**src/rtl/hud_pkg.sv**
```systemverilog
// Shared constants, FSM state type and saturation helper for the HUD digit scheduler.
package hud_pkg;
    localparam int NUM_FIELDS       = 3;
    localparam int DIGITS_PER_FIELD = 4;
    localparam int CELL_W           = 8;
    localparam int CELL_H           = 16;
    localparam int FIELD_W          = DIGITS_PER_FIELD * CELL_W;

    localparam logic [13:0] SAT_LIMIT = 14'd9999;

    typedef enum logic [1:0] {
        IDLE,
        LOAD,
        SHIFT,
        STORE
    } conv_state_t;

    // Four BCD digits cannot express more than 9999, so larger values are clamped.
    function automatic logic [13:0] saturate14(input logic [13:0] v);
        return (v > SAT_LIMIT) ? SAT_LIMIT : v;
    endfunction
endpackage

```
**src/rtl/bcd_dd14.sv**
```systemverilog
// Sequential double-dabble converter: 14-bit binary (clamped to 9999) to 4 BCD digits in 14 shifts.
module bcd_dd14
    import hud_pkg::*;
(
    input  logic        vga_clk,
    input  logic        reset,
    input  logic        start,
    input  logic [13:0] value,
    output logic        done,
    output logic [15:0] bcd
);

    logic [13:0] shreg;
    logic [3:0]  count;
    logic        running;
    logic [15:0] adj;

    // done marks the final shift cycle; bcd holds the finished result from the next cycle on.
    assign done = running && (count == 4'd1);

    always_comb begin
        adj = bcd;
        for (int i = 0; i < DIGITS_PER_FIELD; i++) begin
            if (bcd[4*i +: 4] >= 4'd5) begin
                adj[4*i +: 4] = bcd[4*i +: 4] + 4'd3;
            end
        end
    end

    always_ff @(posedge vga_clk or posedge reset) begin
        if (reset) begin
            shreg   <= '0;
            bcd     <= '0;
            count   <= '0;
            running <= 1'b0;
        end else if (start) begin
            shreg   <= saturate14(value);
            bcd     <= '0;
            count   <= 4'd14;
            running <= 1'b1;
        end else if (running) begin
            bcd   <= {adj[14:0], shreg[13]};
            shreg <= {shreg[12:0], 1'b0};
            count <= count - 4'd1;
            if (count == 4'd1) begin
                running <= 1'b0;
            end
        end
    end

endmodule

```
**src/rtl/hud_digit_scheduler.sv**
```systemverilog
// Converts three HUD counters to BCD once per frame and serves digit lookups to the font renderer.
module hud_digit_scheduler
    import hud_pkg::*;
#(
    parameter logic [9:0] FX0 = 10'd560,
    parameter logic [9:0] FX1 = 10'd560,
    parameter logic [9:0] FX2 = 10'd560,
    parameter logic [9:0] FY0 = 10'd16,
    parameter logic [9:0] FY1 = 10'd40,
    parameter logic [9:0] FY2 = 10'd64
) (
    input  logic        vga_clk,
    input  logic        reset,
    input  logic        frame_start,
    input  logic [9:0]  DrawX,
    input  logic [9:0]  DrawY,
    input  logic [13:0] money,
    input  logic [13:0] lives,
    input  logic [13:0] round_num,
    output logic [3:0]  number,
    output logic [9:0]  relativeXF,
    output logic [9:0]  relativeYF,
    output logic        digit_hit,
    output logic        busy
);

    localparam logic [NUM_FIELDS-1:0][9:0] FX_TAB = {FX2, FX1, FX0};
    localparam logic [NUM_FIELDS-1:0][9:0] FY_TAB = {FY2, FY1, FY0};

    conv_state_t state;
    logic [1:0]  field;
    logic [13:0] field_value;
    logic        conv_start;
    logic        conv_done;
    logic [15:0] conv_bcd;
    logic [15:0] work_bcd    [NUM_FIELDS];
    logic [15:0] display_bcd [NUM_FIELDS];

    logic        hit_c;
    logic [1:0]  sel_c;
    logic [9:0]  rx_c;
    logic [9:0]  ry_c;
    logic [15:0] digits_c;
    logic [3:0]  num_c;
    logic        vis_c;

    always_comb begin
        case (field)
            2'd0:    field_value = money;
            2'd1:    field_value = lives;
            default: field_value = round_num;
        endcase
    end

    assign conv_start = (state == LOAD);

    bcd_dd14 u_conv (
        .vga_clk (vga_clk),
        .reset   (reset),
        .start   (conv_start),
        .value   (field_value),
        .done    (conv_done),
        .bcd     (conv_bcd)
    );

    // Digits land in work_bcd per field; display_bcd only changes once all three are ready.
    always_ff @(posedge vga_clk or posedge reset) begin
        if (reset) begin
            state <= IDLE;
            field <= 2'd0;
            busy  <= 1'b0;
            for (int i = 0; i < NUM_FIELDS; i++) begin
                work_bcd[i]    <= '0;
                display_bcd[i] <= '0;
            end
        end else begin
            case (state)
                IDLE: begin
                    if (frame_start) begin
                        state <= LOAD;
                        field <= 2'd0;
                        busy  <= 1'b1;
                    end
                end
                LOAD: state <= SHIFT;
                SHIFT: begin
                    if (conv_done) begin
                        state <= STORE;
                    end
                end
                STORE: begin
                    work_bcd[field] <= conv_bcd;
                    if (field == 2'(NUM_FIELDS - 1)) begin
                        state <= IDLE;
                        busy  <= 1'b0;
                        for (int i = 0; i < NUM_FIELDS - 1; i++) begin
                            display_bcd[i] <= work_bcd[i];
                        end
                        display_bcd[NUM_FIELDS-1] <= conv_bcd;
                    end else begin
                        field <= field + 2'd1;
                        state <= LOAD;
                    end
                end
                default: state <= IDLE;
            endcase
        end
    end

    // Walk fields from highest to lowest so the lowest-indexed overlapping field wins.
    always_comb begin
        hit_c = 1'b0;
        sel_c = 2'd0;
        rx_c  = '0;
        ry_c  = '0;
        for (int i = NUM_FIELDS - 1; i >= 0; i--) begin
            if (({1'b0, DrawX} >= {1'b0, FX_TAB[i]}) &&
                ({1'b0, DrawX} <  {1'b0, FX_TAB[i]} + 11'(FIELD_W)) &&
                ({1'b0, DrawY} >= {1'b0, FY_TAB[i]}) &&
                ({1'b0, DrawY} <  {1'b0, FY_TAB[i]} + 11'(CELL_H))) begin
                hit_c = 1'b1;
                sel_c = 2'(i);
                rx_c  = DrawX - FX_TAB[i];
                ry_c  = DrawY - FY_TAB[i];
            end
        end
    end

    // A cell is shown if it is the units digit or any digit at or left of it is nonzero.
    always_comb begin
        digits_c = display_bcd[sel_c];
        num_c    = 4'd0;
        vis_c    = 1'b0;
        case (rx_c[4:3])
            2'd0: begin
                num_c = digits_c[15:12];
                vis_c = |digits_c[15:12];
            end
            2'd1: begin
                num_c = digits_c[11:8];
                vis_c = |digits_c[15:8];
            end
            2'd2: begin
                num_c = digits_c[7:4];
                vis_c = |digits_c[15:4];
            end
            default: begin
                num_c = digits_c[3:0];
                vis_c = 1'b1;
            end
        endcase
    end

    always_ff @(posedge vga_clk or posedge reset) begin
        if (reset) begin
            number     <= '0;
            relativeXF <= '0;
            relativeYF <= '0;
            digit_hit  <= 1'b0;
        end else if (hit_c) begin
            number     <= num_c;
            relativeXF <= rx_c;
            relativeYF <= ry_c;
            digit_hit  <= vis_c;
        end else begin
            number     <= '0;
            relativeXF <= '0;
            relativeYF <= '0;
            digit_hit  <= 1'b0;
        end
    end

endmodule

```
**config.mk**
```make
export PLATFORM = sky130hd
export DESIGN_NAME = hud_digit_scheduler
export DESIGN_NICKNAME = d
export VERILOG_FILES = /design/src/rtl/hud_pkg.sv /design/src/rtl/bcd_dd14.sv /design/src/rtl/hud_digit_scheduler.sv
export SDC_FILE = /design/constraint.sdc
export NUM_CORES = 1
export LEC_CHECK = 0
export ABC_AREA = 1
export BUFFER_PORTS_ARGS = -buffer_cell sky130_fd_sc_hd__buf_2
export CELL_PAD_IN_SITES_DETAIL_PLACEMENT = 1
export CELL_PAD_IN_SITES_GLOBAL_PLACEMENT = 1
export CORE_AREA = 2 2 149 151
export DETAILED_ROUTE_END_ITERATION = 8
export DIE_AREA = 0 0 151 153
export PLACE_DENSITY_LB_ADDON = 0.1
export REMOVE_ABC_BUFFERS = 1
export SLEW_MARGIN = 20
export SYNTH_ARGS = -nofsm -noshare
export SYNTH_HDL_FRONTEND = slang
export SYNTH_SLANG_ARGS = --single-unit
```
**constraint.sdc**
```tcl
create_clock -name vga_clk -period 7 [get_ports vga_clk]
set_input_delay 1.4 -clock vga_clk [delete_from_list [all_inputs] [get_ports vga_clk]]
set_output_delay 1.4 -clock vga_clk [all_outputs]
set_load 0.02 [all_outputs]
```
Word level (Yosys, flattened, before mapping)

Cells that the tools add are included.

Flip-flop bits (word level): 161
Bits of input ports: 65
Output and inout port bits: 26

Add/subtract/negate cells: 10
Order comparisons: 16
Equality and inequality tests: 12
Multiplexer cells: 49
Bitwise gates (word level): 2
Reductions and logical operators: 21

Operators by type and width:

| kind                                                                    | count |
|---|---|
| 10-bit 2-to-1 mux                                                       | 8 |
| 16-bit 2-to-1 mux                                                       | 5 |
| 48-bit bitwise mux                                                      | 1 |
| 14-bit 2-to-1 mux                                                       | 3 |
| 16-bit binary-select mux with 2-bit select                              | 1 |
| 16-bit demux with 2-bit select                                          | 1 |
| 14-bit case mux with 2 select lines                                     | 1 |
| 4-bit 2-to-1 mux                                                        | 6 |
| 10-bit by 6-bit < comparator with 1-bit output (second input constant)  | 2 |
| 4-bit by 3-bit >= comparator with 1-bit output (second input constant)  | 4 |
| 14-bit > comparator (second input constant)                             | 1 |
| 2-bit 2-to-1 mux                                                        | 7 |
| 4-bit by 2-bit adder with 4-bit output (second input constant)          | 3 |
| 4-bit case mux with 3 select lines                                      | 1 |
| 12-bit OR reduction                                                     | 1 |
| 10-bit >= comparator (second input constant)                            | 1 |
| 10-bit by 5-bit >= comparator with 1-bit output (second input constant) | 1 |
| 10-bit by 6-bit >= comparator with 1-bit output (second input constant) | 1 |
| 10-bit by 7-bit >= comparator with 1-bit output (second input constant) | 1 |
| 10-bit < comparator (second input constant)                             | 1 |
| 10-bit by 7-bit < comparator with 1-bit output (second input constant)  | 1 |
| 1-bit 2-to-1 mux                                                        | 10 |
| 10-bit subtractor (second input constant)                               | 1 |
| 10-bit by 5-bit subtractor with 10-bit output (second input constant)   | 1 |
| other kinds (24)                                                        | 47 |

Logic depth before layout (Yosys ltp)

Depth in word-level cells: 14
Gate-level depth with buffers: 20
Gate-level depth less buffers: 20

Hierarchy

A second synthesis with hierarchy kept.

Cell total of the unflattened synthesis: 928
Area, all modules: 7686.1 µm²

Modules (own cells, without submodules):

| module              | times used | cells each | area an instance (µm²) | seq. area each (µm²) |
|---|---|---|---|---|
| hud_digit_scheduler | 1          | 678        | 5703.0                 | 2752.6 |
| bcd_dd14            | 1          | 250        | 1983.2                 | 875.8 |

Worst setup path before layout

No wires, ideal clock.

Path type: input to register
From: in DrawY[6]
To: reg digit_hit
Library setup time: 121 ps
Arrival: 3104 ps
Path slack: 3775 ps
Cell stages on the path: 17
Path buffers: 1
Path through: inv_1 > ha_1 > inv_1 > o21ai_1 > inv_1 > nand3_2 > nand3_2 > buf_6 > or2_0 > nand2_1 > nand2_1 > nor2_2 > nand2_1 > nand2_1 > nand2_1 > nor2_1 > nor2_1

Longest elaborated chain between the ends: 13
Elaborated cells on any way between the ends: 33
Those cells by class: order compare: 6; eq/ne: 2; mux: 14; bitwise: 1; reduce/logical: 10

RTL lines:

| what                                                 | RTL line                   | source |
|---|---|---|
| start, declared                                      | hud_digit_scheduler.sv:16  | `input logic [9:0] DrawY,` |
| 10-bit by 7-bit >= comparator with 1-bit output      | hud_digit_scheduler.sv:119 | `({1'b0, DrawY} >= {1'b0, FY_TAB[i]}) &&` |
| 1-bit logical AND                                    | hud_digit_scheduler.sv:118 | `({1'b0, DrawX} < {1'b0, FX_TAB[i]} + 11'(FIELD_W)) &&` |
| 1-bit logical AND                                    | hud_digit_scheduler.sv:119 |  |
| 2-bit 2-to-1 mux (3 in a row)                        | hud_digit_scheduler.sv:117 | `if (({1'b0, DrawX} >= {1'b0, FX_TAB[i]}) &&` |
| 2-bit NOT with 3-bit output (implied by the code)    | hud_digit_scheduler.sv:131 | `digits_c = display_bcd[sel_c];` |
| 16-bit binary-select mux with 2-bit select           | hud_digit_scheduler.sv:131 |  |
| 16-bit 2-to-1 mux (implied by the code) (2 in a row) | hud_digit_scheduler.sv:131 |  |
| 12-bit OR reduction, or another cell as far along    | hud_digit_scheduler.sv:145 | `vis_c = \|digits_c[15:4];` |
| 1-bit case mux with 3 select lines                   | hud_digit_scheduler.sv:134 | `case (rx_c[4:3])` |
| 1-bit 2-to-1 mux (*)                                 | hud_digit_scheduler.sv:160 | `end else if (hit_c) begin` |
| end signal, assigned                                 | hud_digit_scheduler.sv:164 | `digit_hit <= vis_c;` |
| end, declared                                        | hud_digit_scheduler.sv:23  | `output logic digit_hit,` |

Every way passes the cells marked *; elsewhere a longest branch is shown, timed or not. The select of a mux whose other input is x is not followed.
A chain may end at the register's enable or synchronous reset.

Worst setup path after layout

Ends and elaborated chain as after synthesis.

==> out/qor.csv <==
metric,value,unit
number of global-route vias before repair,6149,
total die area,0.0231,mm2
cell area after synthesis,0.00746,mm2
row count,54,
Post-CTS Resized,0,
crit path DAT,4.12,ns
ANT nets after route,0,
Via Count,5998,
setup ws final,3.18,ns
CTS Hold Buffers Added,0,
Worst-Skew Late Latency,0.42,ns
Fin. Hold Viols,0,
Crit. End Element,flip-flop,
max-slew violations,0,
# fillers,2604,
Core ar.,0.0215,mm2
Die Width,151,um
Least-Margin Pin Slew,0.978,ns
die height,153,um
CTS tree,built,
final-report setup violation count,0,
Post-synth ARST share,1.00,
CTS root buffer,clkbuf_16,
total power,1810,uW
global route hottest layer,met2,
Wirelength per Cell,15.6,um
Seq cells post-synth,145,
DRC viols,0,
gr ovfl total,0,
largest net degree at the start of global routing,93,
Post-Route WL,19.1,mm
fin crit period,3.82,ns
Final #Nets,1023,
dpl cells,1191,
Setup TNS Final,0,ns
io pins,91,
post-synth cell types,46,
"reg-to-reg slack, setup",3.97,ns
hold slack,0.476,ns
Diodes inserted,0,
Clock Sinks,145,
power per cell area,209,mW/mm2
maximum VDD drop,0.154,mV
met3 usage,0.0328,
R2R Path Start,field[0],
clock-pin slew on the worst setup and hold paths,0.07,ns
starting density of the core,0.347,
run status,completed,
Crit Path Category,in2reg,
crit-path max FO,30,
largest area contributor in the netlist,dfrtp_1,
port bufs,90,
Max Cap Viol,0,
Reg2Reg Capture Point,u_conv.shreg[5],
Setup Buffers After CTS,0,
Post-synth top cells,"197 x nand2_1, 145 x dfrtp_1, 90 x o21ai_0, 87 x inv_1, 40 x nor2_1",
Hold Path Class,reg2reg,
gr usage total,0.172,
Non-Filler Instances,1223,
top-area cell type share of the netlist area,0.486,
first-pass GRT wire length,31.6,mm
Via density,4.90,
CTS buffer count,17,
Post-synth EDFFs,0,
GPL Wtd Cong,0.853,
Post-Syn Instances,851,
Layout area overhead,16.7,%
Reg2Reg Depth,14,
post-detail-place hpwl,13.5,mm
leakage power,0.00438,uW
Critical Path Sink,digit_hit,
synth top area cells,"dfrtp_1 49%, nand2_1 9.9%, o21ai_0 6.0%",
H-tree Lvls,4,
TritonRoute pass-1 iters,5,
Setup crit start kind,input port,
clk_skew,0.00715,ns
CP Data Required Time,7.30,ns
pre-CTS worst setup slack,2.72,ns
Fmax,262,MHz
Rel. slew slack,0.347,
initial antenna violation count,0,
DRT iter0 DRCs,200,
"Warnings, synthesis",0,
top-count cell post-synth,nand2_1,
average instance area after synthesis,8.76,um2
met2 Track Usage GR,0.289,
period utilization,0.546,
sequential-to-total area share from yosys stat,0.486,
met1 Resource Use GR,0.227,
maximum clock insertion buffer count,2,
layout cells sized above 1,0.200,
ys flop type,dfrtp_1,
Worst Setup SP,DrawY[6],
RSZ-0062 raised after global routing,no,
[layer usage]
layer  share of wire  vias to the layer above
li1                -                     2976
met1            0.47                     2885
met2            0.48                      118
met3           0.036                       19
met4          0.0096                        0
met5               0                        -
[where the power goes]
group          internal (uW)  leakage [uW]  total, uW  switching [uW]
registers                839       0.00194        840           0.497
clock network            472      0.000277        881             409
logic                   32.2       0.00217       93.9            61.7
[how the worst min path moves through the flow]
stage | start | depth (start not counted) | endpoint | slack [ns]
2_1_floorplan | display_bcd[11] | 2 | display_bcd[11] | 0.45
3_3_place_gp | display_bcd[6] | 2 | display_bcd[6] | 0.46
3_5_place_dp | display_bcd[5] | 2 | display_bcd[5] | 0.47
4_1_cts | display_bcd[5] | 2 | display_bcd[5] | 0.48
5_1_grt | display_bcd[11] | 2 | display_bcd[11] | 0.49
6_report | display_bcd[5] | 2 | display_bcd[5] | 0.48
[stage by stage]
stage,util,instance area [um2]
finish,0.405,8700
floorplan,-,7290
detailed placement,0.378,8130
global route,0.405,8700
global placement,0.378,8130
CTS,0.405,8700
[layout make-up]
cell class,instances,area [um2],share of cell area
clock inverter,15,140,0.0161
timing repair buffer,94,480,0.0552
multi-input combinational,579,3320,0.382
clock buffer,17,425,0.0489
inverter,93,354,0.0407
sequential,145,3630,0.417
tap,280,350,0.0403
[worst max-delay path: stages]
cell,delay [ns]
buf_2,0.14
inv_1,0.17
ha_1,0.27
inv_1,0.06
o21ai_1,0.20
inv_1,0.09
nand3_2,0.16
nand3_2,0.47
inv_1,0.47
nand2_1,0.09
nand2_1,0.10
nand2_1,0.07
nor2_2,0.12
nand2_1,0.06
nand2_1,0.05
nand2_1,0.05
nor2_1,0.09
nor2_1,0.04
[flip-flops by register name, indices dropped and copies added, names as in the netlist]
| signal | flops |
|---|---|
| u_conv.running | 1 |
| work_bcd | 32 |
| state | 2 |
| u_conv.bcd | 16 |
| relativeXF | 10 |
| relativeYF | 10 |
| field | 2 |
| u_conv.shreg | 14 |
| digit_hit | 1 |
| display_bcd | 48 |
| number | 4 |
| busy | 1 |
| u_conv.count | 4 |
[placed cells by master, fill, tap and decap left out, types with 4 or more instances in the layout]
cell type	synthesis	layout
nand4_1	8	8
inv_8	0	4
ha_1	28	28
clkinv_4	0	4
buf_4	1	4
o21ai_0	90	90
a21oi_1	36	36
mux2_2	26	26
inv_6	0	7
o221ai_1	6	6
o22ai_1	13	13
dfrtp_1	145	145
nor3_1	5	5
or2_0	4	4
nand2_1	197	194
or2_2	4	4
nand2_2	5	8
nor2_4	4	4
buf_2	3	90
inv_2	4	4
a22o_1	8	8
clkbuf_16	0	17
a31oi_1	8	8
a211oi_1	5	5
nand3_1	39	39
inv_1	87	86
or2_1	5	5
nor2_2	5	5
nor2_1	40	40
xor2_1	11	11
[cells by family (layout without fill, tap and decap cells)]
| family | count (synthesis) | count (layout) | share of synthesized area |
|---|---|---|---|
| compound gates | 186 | 186 | 0.144 |
| xor+xnor | 13 | 13 | 0.0153 |
| fa+ha+maj | 28 | 28 | 0.0470 |
| buf+inv | 127 | 219 | 0.0689 |
| flops | 145 | 145 | 0.486 |
| mux | 26 | 26 | 0.0393 |
| other cells | 1 | 1 | 0.000503 |
| simple gates | 325 | 325 | 0.198 |
(Power assumes the default switching activity.)
